<file path="src/rtl/meas_hex_framer.sv">
// Streams each DATA_W-bit measurement as an upper-case hex ASCII line ended by CR LF (or LF),
// one byte per valid/ready handshake, with a one-deep pending slot and a saturating overwrite counter.
module meas_hex_framer #(
  parameter int DATA_W   = 40,
  parameter bit EOL_CRLF = 1'b1
) (
  input  logic              clk,
  input  logic              rst,
  input  logic [DATA_W-1:0] meas_in,
  input  logic              meas_valid,
  output logic [7:0]        byte_out,
  output logic              byte_valid,
  input  logic              byte_ready,
  output logic              busy,
  output logic [7:0]        drop_count
);

  localparam int D = DATA_W / 4;
  localparam int IDX_W = (D > 1) ? $clog2(D) : 1;
  localparam logic [IDX_W-1:0] LAST_IDX = IDX_W'(D - 1);

  typedef enum logic [1:0] {
    IDLE  = 2'd0,
    DIGIT = 2'd1,
    CR    = 2'd2,
    LF    = 2'd3
  } state_t;

  state_t            state;
  state_t            state_nxt;
  logic [IDX_W-1:0]  idx;
  logic [IDX_W-1:0]  idx_nxt;
  logic [DATA_W-1:0] shreg;
  logic [DATA_W-1:0] shreg_nxt;
  logic [DATA_W-1:0] pend_data;
  logic [DATA_W-1:0] pend_data_nxt;
  logic              pend_full;
  logic              pend_full_nxt;
  logic [7:0]        drop_nxt;
  logic [7:0]        byte_nxt;
  logic              valid_nxt;
  logic              busy_nxt;
  logic              hs;

  function automatic logic [7:0] hex_ascii(input logic [3:0] n);
    if (n < 4'd10) return 8'h30 + {4'h0, n};
    else           return 8'h37 + {4'h0, n};
  endfunction

  function automatic logic [7:0] sat_inc(input logic [7:0] c);
    if (c == 8'hFF) return c;
    else            return c + 8'd1;
  endfunction

  // byte_valid mirrors (state != IDLE), so it doubles as the handshake qualifier
  assign hs = byte_valid & byte_ready;

  // State register and control outputs
  always_ff @(posedge clk or posedge rst) begin
    if (rst) begin
      state      <= IDLE;
      idx        <= '0;
      pend_full  <= 1'b0;
      drop_count <= 8'd0;
      byte_out   <= 8'h00;
      byte_valid <= 1'b0;
      busy       <= 1'b0;
    end else begin
      state      <= state_nxt;
      idx        <= idx_nxt;
      pend_full  <= pend_full_nxt;
      drop_count <= drop_nxt;
      byte_out   <= byte_nxt;
      byte_valid <= valid_nxt;
      busy       <= busy_nxt;
    end
  end

  // Data-only registers; their contents are qualified by state/pend_full
  always_ff @(posedge clk) begin
    shreg     <= shreg_nxt;
    pend_data <= pend_data_nxt;
  end

  // Next-state: line sequencing, pending slot and drop accounting
  always_comb begin
    state_nxt     = state;
    idx_nxt       = idx;
    shreg_nxt     = shreg;
    pend_data_nxt = pend_data;
    pend_full_nxt = pend_full;
    drop_nxt      = drop_count;

    unique case (state)
      IDLE: begin
        if (meas_valid) begin
          state_nxt = DIGIT;
          idx_nxt   = '0;
          shreg_nxt = meas_in;
        end
      end
      DIGIT: begin
        if (hs) begin
          if (idx == LAST_IDX) begin
            state_nxt = EOL_CRLF ? CR : LF;
          end else begin
            idx_nxt   = idx + 1'b1;
            shreg_nxt = shreg << 4;
          end
        end
      end
      CR: begin
        if (hs) state_nxt = LF;
      end
      LF: begin
        if (hs) begin
          // A fresh measurement in the same cycle wins over the queued one
          if (meas_valid) begin
            state_nxt = DIGIT;
            idx_nxt   = '0;
            shreg_nxt = meas_in;
            if (pend_full) begin
              pend_full_nxt = 1'b0;
              drop_nxt      = sat_inc(drop_count);
            end
          end else if (pend_full) begin
            state_nxt     = DIGIT;
            idx_nxt       = '0;
            shreg_nxt     = pend_data;
            pend_full_nxt = 1'b0;
          end else begin
            state_nxt = IDLE;
          end
        end
      end
      default: state_nxt = IDLE;
    endcase

    if (state != IDLE && !(state == LF && hs) && meas_valid) begin
      pend_data_nxt = meas_in;
      pend_full_nxt = 1'b1;
      if (pend_full) drop_nxt = sat_inc(drop_count);
    end
  end

  // Output decode from the next state so the byte lands registered with its state
  always_comb begin
    byte_nxt = 8'h00;
    unique case (state_nxt)
      DIGIT:   byte_nxt = hex_ascii(shreg_nxt[DATA_W-1 -: 4]);
      CR:      byte_nxt = 8'h0D;
      LF:      byte_nxt = 8'h0A;
      default: byte_nxt = 8'h00;
    endcase
    valid_nxt = (state_nxt != IDLE);
    busy_nxt  = (state_nxt != IDLE) | pend_full_nxt;
  end

endmodule
</file>
<file path="config.mk">
export PLATFORM = sky130hd
export DESIGN_NAME = meas_hex_framer
export DESIGN_NICKNAME = d
export VERILOG_FILES = /design/src/rtl/meas_hex_framer.sv
export SDC_FILE = /design/constraint.sdc
export NUM_CORES = 1
export LEC_CHECK = 0
export BUFFER_PORTS_ARGS = -buffer_cell sky130_fd_sc_hd__buf_4
export CORE_MARGIN = 2
export CORE_UTILIZATION = 50
export CTS_CLUSTER_DIAMETER = 30
export CTS_CLUSTER_SIZE = 40
export DETAILED_ROUTE_END_ITERATION = 6
export PLACE_DENSITY_LB_ADDON = 0.2
export SETUP_SLACK_MARGIN = 0.1
export SYNTH_ARGS = -nofsm -noshare
export SYNTH_HDL_FRONTEND = slang
export SYNTH_SLANG_ARGS = --single-unit
</file>
<file path="constraint.sdc">
create_clock -name clk -period 6.8 [get_ports clk]
set_input_delay 1.02 -clock clk [delete_from_list [all_inputs] [get_ports clk]]
set_output_delay 1.02 -clock clk [all_outputs]
set_load 0.02 [all_outputs]
</file>
==> results.md, run 1 <==
* Drc violations at 0
* Crit share post-route at 46.2%
* Synthesis-to-layout area growth at 17.7%
* Number of flops mapped to enable cells by yosys at 76
* Per-cell routed wire length at 18.3 um
* Post-cts sizing count at 0
* Final Instance Area at 0.00529 mm^2
* Critical path arrival at 3.19 ns
* Final HPWL DP at 6060 um
* Post-synthesis sequential area ratio at 66.0%
* Worst Hold Margin at 0.511 ns
* CTS tree: done
* WP data required at 6.85 ns
* FF+latch count, synth at 104
* Distinct cell type count after synthesis at 56
* Largest net degree at the start of global routing at 40
* Async set-or-reset flop fraction in the synthesized netlist at 23.1%
* Unrepaired setup endpoints after global routing: false
* Fin nets at 452
* Post-synthesis xor/xnor area fraction at 0.975%
* Die Y at 98.8 um
* Syn Nets at 395
* Num CTS Buffers at 9
* Worst slew margin at 32.9%
* Max-cap viol count at 0
* Via/cell ratio at 5.94
* Vias in the first global route at 3020
* Final WL at 9370 um
* Synth Flop Type: edfxtp_1
* Global route overflow at 0
* CP Launch Type: register
* PwrDens at 461 mW/mm^2
* Die area at 0.00976 mm^2
* Total GRT Usage at 20.1%
* Slowest CP cell: nand2b_1
* Cell Area, Synth at 0.00449 mm^2
* Clk sink count at 104
* Largest family of logic cells by synthesized area: compound AO/OA/AOI/OAI gates
* # setup viols final at 0
* F_max at 319 MHz
* Layout Cells excl Fill at 512
* Critical-path cell list: inv_1 > ha_1 > and3_4 > and2_1 > buf_4 > nand2b_1 > nand2b_1 > buf_4
* Status: finished, final reports clean
* Die width at 98.8 um
* Global-route wire length before repair at 15400 um
* Clk buf depth at 2
* H-tree Lvls at 3
* Simple-gate share of the synthesized area at 10.8%
* Clk_lat worst skew at 0.36 ns
* 1st-pass router iterations at 5
* # diodes at 0
* Final min period at 3.14 ns
* Max Transition Viols Final at 0
* CP bufs+invs at 3
* LEAKAGE at 2.05 nW
* Number of DRC markers in iteration 0 at 278
* Setup Fix Bufs, Post-CTS at 0
* CP top delay family: simple AND/OR/NAND/NOR gates
* Via count of the routed design at 3042
* Cell Rows at 34
* Post-synthesis cell count at 342
* Clk pin slew, worst setup/hold paths at 0.10 ns
* Finished Core Util at 60.6%
* Antenna viol nets, final at 0
* Dpl cells at 496
* Post-synthesis mux area share at 1.23%
* Synth warn at 0
* Worst slew pin tran at 1.00 ns
* Core area at 0.00872 mm^2
* GP Congestion at 0.842
* Clock skew at 0.0142 ns
* Worst VDD drop at 0.270 mV
* Crit-path max cell delay at 0.65 ns
* Max Fanout on Critical Path at 35
* Synth Area in Adders at 2.51%
* Compound-Gate Fraction of Synth Area at 15.3%
* Hold WC Path Type: register to register
* Hold_buf cts at 0
* Crit. End Element: register
* DP Area at 0.00503 mm^2
* Initial Utilization at 51.5%
* Clock root buffer: clkbuf_8
* Final Hold Vio Count at 0
* Top Ports at 62
* Crit path kind: register to register
* Syn_area_per_cell at 13.1 um^2
* Initial antenna violation count at 0
* Share of cells above drive strength 1 at 25.2%
* # port buffers at 60
* Setup TNS at 0 ns
## worst reg2reg max path: stages (launching register included)
cell	delay, ns
dfrtp_1	0.45
inv_1	0.13
ha_1	0.29
and3_4	0.25
and2_1	0.12
buf_4	0.34
nand2b_1	0.19
nand2b_1	0.65
buf_4	0.40
## stage by stage
step,setup slack [ns],total power (W)
floorplan,2.27,0.00170
global placement,3.41,0.00196
detailed placement,3.37,0.00197
CTS,3.64,0.00245
global route,3.37,0.00260
finish,3.66,0.00244
## per-layer routing
layer | share of wire, % | track usage (%) | wire length [um] | vias to the layer above
li1 | - | - | - | 1435
met1 | 46 | 29.7 | 4280 | 1491
met2 | 47 | 31.1 | 4410 | 108
met3 | 6.3 | 3.90 | 589 | 8
met4 | 0.86 | 4.64 | 81 | 0
met5 | 0 | 0 | 0 | -
## cell usage after synthesis (2+ instances only)
| master | count | area (um^2) |
|---|---|---|
| o31a_1 | 2 | 17.5 |
| inv_1 | 12 | 45.0 |
| a31oi_1 | 5 | 31.3 |
| a222oi_1 | 24 | 240 |
| mux2_2 | 4 | 45.0 |
| ha_1 | 9 | 113 |
| nand2b_1 | 5 | 31.3 |
| nor2b_1 | 2 | 12.5 |
| a22oi_1 | 13 | 97.6 |
| nand2_1 | 24 | 90.1 |
| a21oi_1 | 12 | 60.1 |
| xor2_1 | 3 | 26.3 |
| clkbuf_1 | 12 | 45.0 |
| and2_1 | 2 | 12.5 |
| edfxtp_1 | 76 | 2280 |
| inv_2 | 2 | 7.51 |
| o21ai_0 | 10 | 50.1 |
| nand4_1 | 4 | 25.0 |
| dfrtp_1 | 24 | 601 |
| and3_1 | 2 | 12.5 |
| o211ai_1 | 2 | 15.0 |
| xnor2_1 | 2 | 17.5 |
| o31ai_1 | 2 | 15.0 |
| a221oi_2 | 2 | 30.0 |
| buf_6 | 2 | 22.5 |
| nand3b_1 | 3 | 22.5 |
| nand3_1 | 9 | 45.0 |
| nor2_1 | 38 | 143 |
| buf_2 | 3 | 15.0 |
| nand2_2 | 2 | 12.5 |
| dfxtp_1 | 4 | 80.1 |
| and3_4 | 2 | 22.5 |
## flip-flops by register name (all words and copies together) (netlist names)
name / flops
pend_data: 40
shreg: 40
drop_count: 8
byte_out: 7
idx: 4
state: 2
busy: 1
byte_valid: 1
pend_full: 1
## layout by cell type, fill, tap and decap left out, types with 2 or more instances in the layout
| master | netlist | final |
|---|---|---|
| and3_1 | 2 | 2 |
| xor2_1 | 3 | 3 |
| a221oi_2 | 2 | 2 |
| o31ai_1 | 2 | 2 |
| nor2b_1 | 2 | 2 |
| edfxtp_1 | 76 | 76 |
| and3_4 | 2 | 2 |
| clkbuf_8 | 0 | 9 |
| inv_1 | 12 | 12 |
| inv_2 | 2 | 2 |
| a31oi_1 | 5 | 5 |
| nand2_2 | 2 | 2 |
| buf_4 | 1 | 64 |
| nand4_1 | 4 | 4 |
| o21ai_0 | 10 | 10 |
| nand2_1 | 24 | 24 |
| a21oi_1 | 12 | 11 |
| dfxtp_1 | 4 | 4 |
| o31a_1 | 2 | 2 |
| bufinv_16 | 0 | 3 |
| xnor2_1 | 2 | 2 |
| nand2b_1 | 5 | 5 |
| a22oi_1 | 13 | 13 |
| dfrtp_1 | 24 | 24 |
| o211ai_1 | 2 | 2 |
| mux2_2 | 4 | 4 |
| and2_1 | 2 | 2 |
| a222oi_1 | 24 | 24 |
| nand3_1 | 9 | 9 |
| nor2_1 | 38 | 38 |
| nand3b_1 | 3 | 3 |
| ha_1 | 9 | 8 |
| inv_6 | 0 | 2 |
## report_power, final
part	leakage (nW)	total (W)	switching, W	internal (W)
logic	0.851	0.000847	0.000551	0.000296
registers	1.07	0.00111	0.000108	0.00100
clock network	0.129	0.000480	0.000227	0.000253
## worst paths after layout
kind                       slack [ns]       endpoint  startpoint  cells past startpoint
min                              0.51      shreg[38]   shreg[38]                      2
min reg2reg                      0.51      shreg[38]   shreg[38]                      2
max in group asynchronous        5.38         idx[1]         rst                      2
max reg2reg                      3.66      shreg[24]    state[1]                      8
min in group asynchronous        0.86  drop_count[5]         rst                      2
max                              3.66      shreg[24]    state[1]                      8
## cell type report
type                    count  area (um^2)
multi-input cells         206         1400
inverters                  14         52.6
fillers                   671         3430
well taps                 108          135
clock buffers               9          124
repair buffers             64          480
clock inverters             7          135
flip-flops and latches    104         2960
## cells by family (layout without fill, tap and decap cells)
family                     Yosys count  in the layout
buffers and inverters               32             94
muxes                                5              5
xor gates and xnor gates             5              5
and+or+nand+nor                    100            100
other                                1              1
AOI/OAI and AO/OA                   86             86
DFF                                104            104
adders and majority gates            9              9
Note: power is estimated with default switching activity, not from simulation.
==> inputs of run 2 (changes only) <==
Clock period 6.8 ns to 2.9 ns, I/O delays scaled along.
==> run 2 against run 1 <==
Against the previous run:
- clock-buffer cell count is 3 higher
- critical path type unchanged
- global-route usage is 0.55 points higher
- register-to-register slack worse by 3.3 ns
- routed wire length is 2.4% higher
==> results.md, run 2 (synthesized netlist as in run 1, its figures left out) <==
* Clock root buffer: clkbuf_8
* Top Ports at 62
* Worst VDD drop at 0.625 mV
* 1st-pass router iterations at 6
* Regs by FF count: pend_data (40), shreg (40), drop_count (8)
* Final HPWL DP at 6430 um
* Die area at 0.00976 mm^2
* Number of DRC markers in iteration 0 at 233
* Synthesis-to-layout area growth at 18.1%
* Die Y at 98.8 um
* Critical path arrival at 2.78 ns
* Internal at 0.00361 W
* # diodes at 0
* Worst slew margin at 36.1%
* Crit-path max cell delay at 0.48 ns
* Fin nets at 460
* Clk pwr share at 17.3%
* Multi-input combinational cell area at 0.00140 mm^2
* Setup TNS at 0 ns
* Initial Utilization at 51.5%
* Slowest CP cell: a21oi_1
* CTS tree: done
* Max Fanout on Critical Path at 7
* Per-cell routed wire length at 18.4 um
* Clk pin slew, worst setup/hold paths at 0.10 ns
* Core area at 0.00872 mm^2
* Post-cts sizing count at 0
* Worst slew pin tran at 0.957 ns
* F_max at 398 MHz
* Via/cell ratio at 5.97
* Psw at 0.00208 W
* Clock skew at 0.0156 ns
* DP Worst Slack at 0.450 ns
* Met3 WL at 565 um
* Global route overflow at 0
* Critical-path cell list: ha_1 > nand3_1 > a21oi_1 > inv_1 > a31oi_1 > mux2_2
* Largest net degree at the start of global routing at 38
* DR top layer: met4
* Crit share post-route at 86.7%
* Setup WS post-layout at 0.386 ns
* Sequential cell area at 0.00296 mm^2
* Fill cell count at 699
* # setup viols final at 0
* WP data required at 3.17 ns
* CP Launch Type: register
* Total GRT Usage at 20.6%
* Num CTS Buffers at 9
* Comb power frac at 36.8%
* Cell Rows at 34
* Share of cells above drive strength 1 at 25.7%
* Crit. End Element: register
* WL met2 at 4610 um
* Hold WC Path Type: primary input to register
* Final Hold Vio Count at 0
* Most frequent cells in the layout: edfxtp_1 (76), buf_4 (72), nor2_1 (38)
* Clk_lat worst skew at 0.37 ns
* Crit path kind: register to register
* # port buffers at 60
* Drc violations at 0
* Clk buf depth at 2
* H-tree Lvls at 3
* Met1 wire length at 4290 um
* Max Transition Viols Final at 0
* CP top delay family: compound AO/OA/AOI/OAI gates
* Sw frac at 36.5%
* Max-cap viol count at 0
* Leading cell type in the layout, fill and taps excluded: edfxtp_1
* Initial antenna violation count at 0
* Global-route wire length before repair at 15600 um
* PwrDens at 1070 mW/mm^2
* Hold_buf cts at 0
* Final min period at 2.51 ns
* Unrepaired setup endpoints after global routing: false
* Sequential power share at 45.9%
* Via count of the routed design at 3102
* Status: finished, final reports clean
* Worst Hold Margin at 0.245 ns
* Vias in the first global route at 3131
* Die width at 98.8 um
* Reg2reg setup slack at 0.39 ns
* CP bufs+invs at 1
* Clk sink count at 104
* GP Congestion at 0.892
* LEAKAGE at 2.07 nW
* Final WL at 9590 um
* Antenna viol nets, final at 0
* Setup Fix Bufs, Post-CTS at 0
-- run 2: worst paths after layout --
check	from	endpoint	cells past startpoint
worst min register to register	shreg[38]	shreg[38]	2
worst min-delay path	meas_in[7]	pend_data[7]	1
worst max-delay path	state[1]	drop_count[1]	6
min in group asynchronous	rst	byte_out[4]	2
max in group asynchronous	rst	idx[3]	2
worst max register to register	state[1]	drop_count[1]	6
-- run 2: layer usage --
metal,GRT usage (%),vias up
met5,0,-
met4,6.11,0
met3,5.96,13
met2,32.8,97
met1,27.8,1538
li1,-,1454
-- run 2: cell type report --
type,instances,area share [%]
repair buffers,72,10.2
clock buffers,12,2.55
clock inverters,4,1.46
flip-flops and latches,104,55.8
inverters,14,0.991
multi-input cells,206,26.4
well taps,108,2.55
-- run 2: power by group through the flow --
stage	registers, W	logic (W)	clock network, W
2_1_floorplan	0.00268	0.00130	0
3_3_place_gp	0.00262	0.00206	0
3_5_place_dp	0.00263	0.00210	0
4_1_cts	0.00261	0.00210	0.00100
5_1_grt	0.00267	0.00232	0.00105
6_report	0.00261	0.00210	0.000982
-- run 2: per-stage QoR --
step | util [%] | std cells | power (W) | instance area, um^2
5_1_grt | 60.8 | 520 | 0.00604 | 5310
2_1_floorplan | - | 342 | 0.00398 | 4500
3_5_place_dp | 58.4 | 504 | 0.00473 | 5090
6_report | 60.8 | 520 | 0.00569 | 5310
4_1_cts | 60.8 | 520 | 0.00571 | 5310
3_3_place_gp | 58.4 | 504 | 0.00468 | 5090
==> inputs of run 3 (changes only) <==
Settings changed: CORE_UTILIZATION 50 to 51.
Clock period 2.9 ns to 2.3 ns, I/O delays scaled along.
==> run 3 against run 2 <==
Against the previous run:
- the run now ends with negative setup slack left
- clock power up 7%
- core utilization up 3.6 points
- die area down 1.9%
- largest power group is now combinational cells
- non-clock buffer count up 25
- final area up 4.9%
- total power up 34%
==> results.md, run 3 (synthesized netlist as in run 1, its figures left out) <==
* Status: finished with violations
* Failing checks: negative setup slack
* Die width at 97.9 um
* Final min period at 2.32 ns
* Hold_buf cts at 0
* Setup WS post-layout at -0.0202 ns
* Fin nets at 485
* Regs by FF count: pend_data (40), shreg (40), drop_count (8)
* DP Worst Slack at -0.120 ns
* Via/cell ratio at 5.86
* CTS tree: done
* Number of DRC markers in iteration 0 at 328
* GP Congestion at 0.854
* Num CTS Buffers at 9
* Initial antenna violation count at 0
* Synthesis-to-layout area growth at 23.9%
* Final Power at 0.00763 W
* Clk_lat worst skew at 0.37 ns
* Clk sink count at 104
* Hold WC Path Type: primary input to async pin
* Total GRT Usage at 21.3%
* CP Launch Type: register
* Critical path arrival at 2.61 ns
* Die Y at 97.9 um
* Clock root buffer: clkbuf_8
* DP Area at 0.00525 mm^2
* PwrDens at 1370 mW/mm^2
* Leading cell type in the layout, fill and taps excluded: buf_4
* Final Hold Vio Count at 0
* Top Ports at 62
* Max-cap viol count at 0
* # setup viols final at 1
* Final WL at 9850 um
* WP data required at 2.59 ns
* LEAKAGE at 2.19 nW
* Most frequent cells in the layout: buf_4 (93), edfxtp_1 (76), nor2_1 (37)
* F_max at 431 MHz
* Layout Cells excl Fill at 545
* 1st-pass router iterations at 7
* Final Instance Area at 0.00557 mm^2
* Antenna viol nets, final at 0
* H-tree Lvls at 3
* # port buffers at 60
* Global route overflow at 0
* Crit. End Element: register
* Crit path kind: register to register
* Clock skew at 0.0102 ns
* Max Transition Viols Final at 0
* Final HPWL DP at 6430 um
* Via count of the routed design at 3194
* Critical Path Source: state[1]
* Die area at 0.00957 mm^2
* Clk buf depth at 2
* Dpl cells at 516
* Drc violations at 0
* Max Fanout on Critical Path at 5
* Vias in the first global route at 3203
* Clk pin slew, worst setup/hold paths at 0.10 ns
* Cell Rows at 34
* Global-route wire length before repair at 16000 um
* Unrepaired setup endpoints after global routing: true
* Share of cells above drive strength 1 at 33.4%
* Worst VDD drop at 0.792 mV
* # diodes at 0
* Per-cell routed wire length at 18.1 um
* Core area at 0.00864 mm^2
* Initial Utilization at 52.0%
* Crit share post-route at 101%
* Worst r2r src: state[1]
* Largest net degree at the start of global routing at 39
[run 3: cell types whose count changed in the layout (fill, tap and decap cells not counted), moves of 2 or more]
cell / delta
buf_4: +21
ha_2: +3
ha_1: -4
buf_12: +4
clkbuf_1: -3
bufinv_16: -2
[run 3: worst max-delay path, cell delays in order, from the launching register on]
cell,delay (ns)
dfrtp_1,0.44
inv_2,0.08
ha_4,0.18
and4b_1,0.20
a221oi_2,0.25
buf_4,0.18
a21boi_0,0.16
nor2_2,0.27
inv_1,0.14
o31a_1,0.27
o211ai_2,0.08
[run 3: repair_timing]
item                                    4_1_cts  5_1_grt
pin swaps                                     4        9
endpoints found under the setup margin       44       44
gates resized for setup                      10        5
setup buffers                                 6        7
hold endpoints to repair                      0        0
[run 3: final cells by class]
type | instances | area [um^2]
Timing Repair Buffer | 97 | 778
Sequential cell | 104 | 2960
Clock buffer | 9 | 124
Tap cell | 108 | 135
Multi-Input combinational cell | 206 | 1460
Clock inverter | 7 | 53.8
Fill cell | 685 | 3070
Inverter | 14 | 52.6
[run 3: through the flow]
stage | TNS (ns) | hold slack (ns) | utilization (%)
after global placement | 0 | 0.413 | 60.8
after CTS | 0 | 0.0130 | 63.7
after floorplan | 0 | 0.360 | -
final | -0.0202 | 0.0159 | 64.5
after global routing | -0.190 | 0.0384 | 64.5
after detailed placement | -1.44 | 0.424 | 60.8
[run 3: worst paths after layout]
check	slack (ns)	end	depth (start not counted)
max reg2reg	-0.02	byte_out[0]	10
min reg2reg	0.53	drop_count[3]	1
max in group asynchronous	2.03	state[0]	3
max	-0.02	byte_out[0]	10
min in group clk	0.15	pend_data[16]	1
min	0.02	drop_count[4]	3
[run 3: per-layer routing]
metal / part of all wire [%] / wire, um / global-route usage (%)
met5: 0 / 0 / 0
met4: 1.7 / 168 / 8.33
met3: 5.7 / 560 / 4.08
met2: 49 / 4860 / 33.9
met1: 43 / 4260 / 29.1
[run 3: power breakdown]
part / switching (W) / internal, W
Sequential: 0.000323 / 0.00296
Clock: 0.000644 / 0.000403
Combinational: 0.00186 / 0.00144
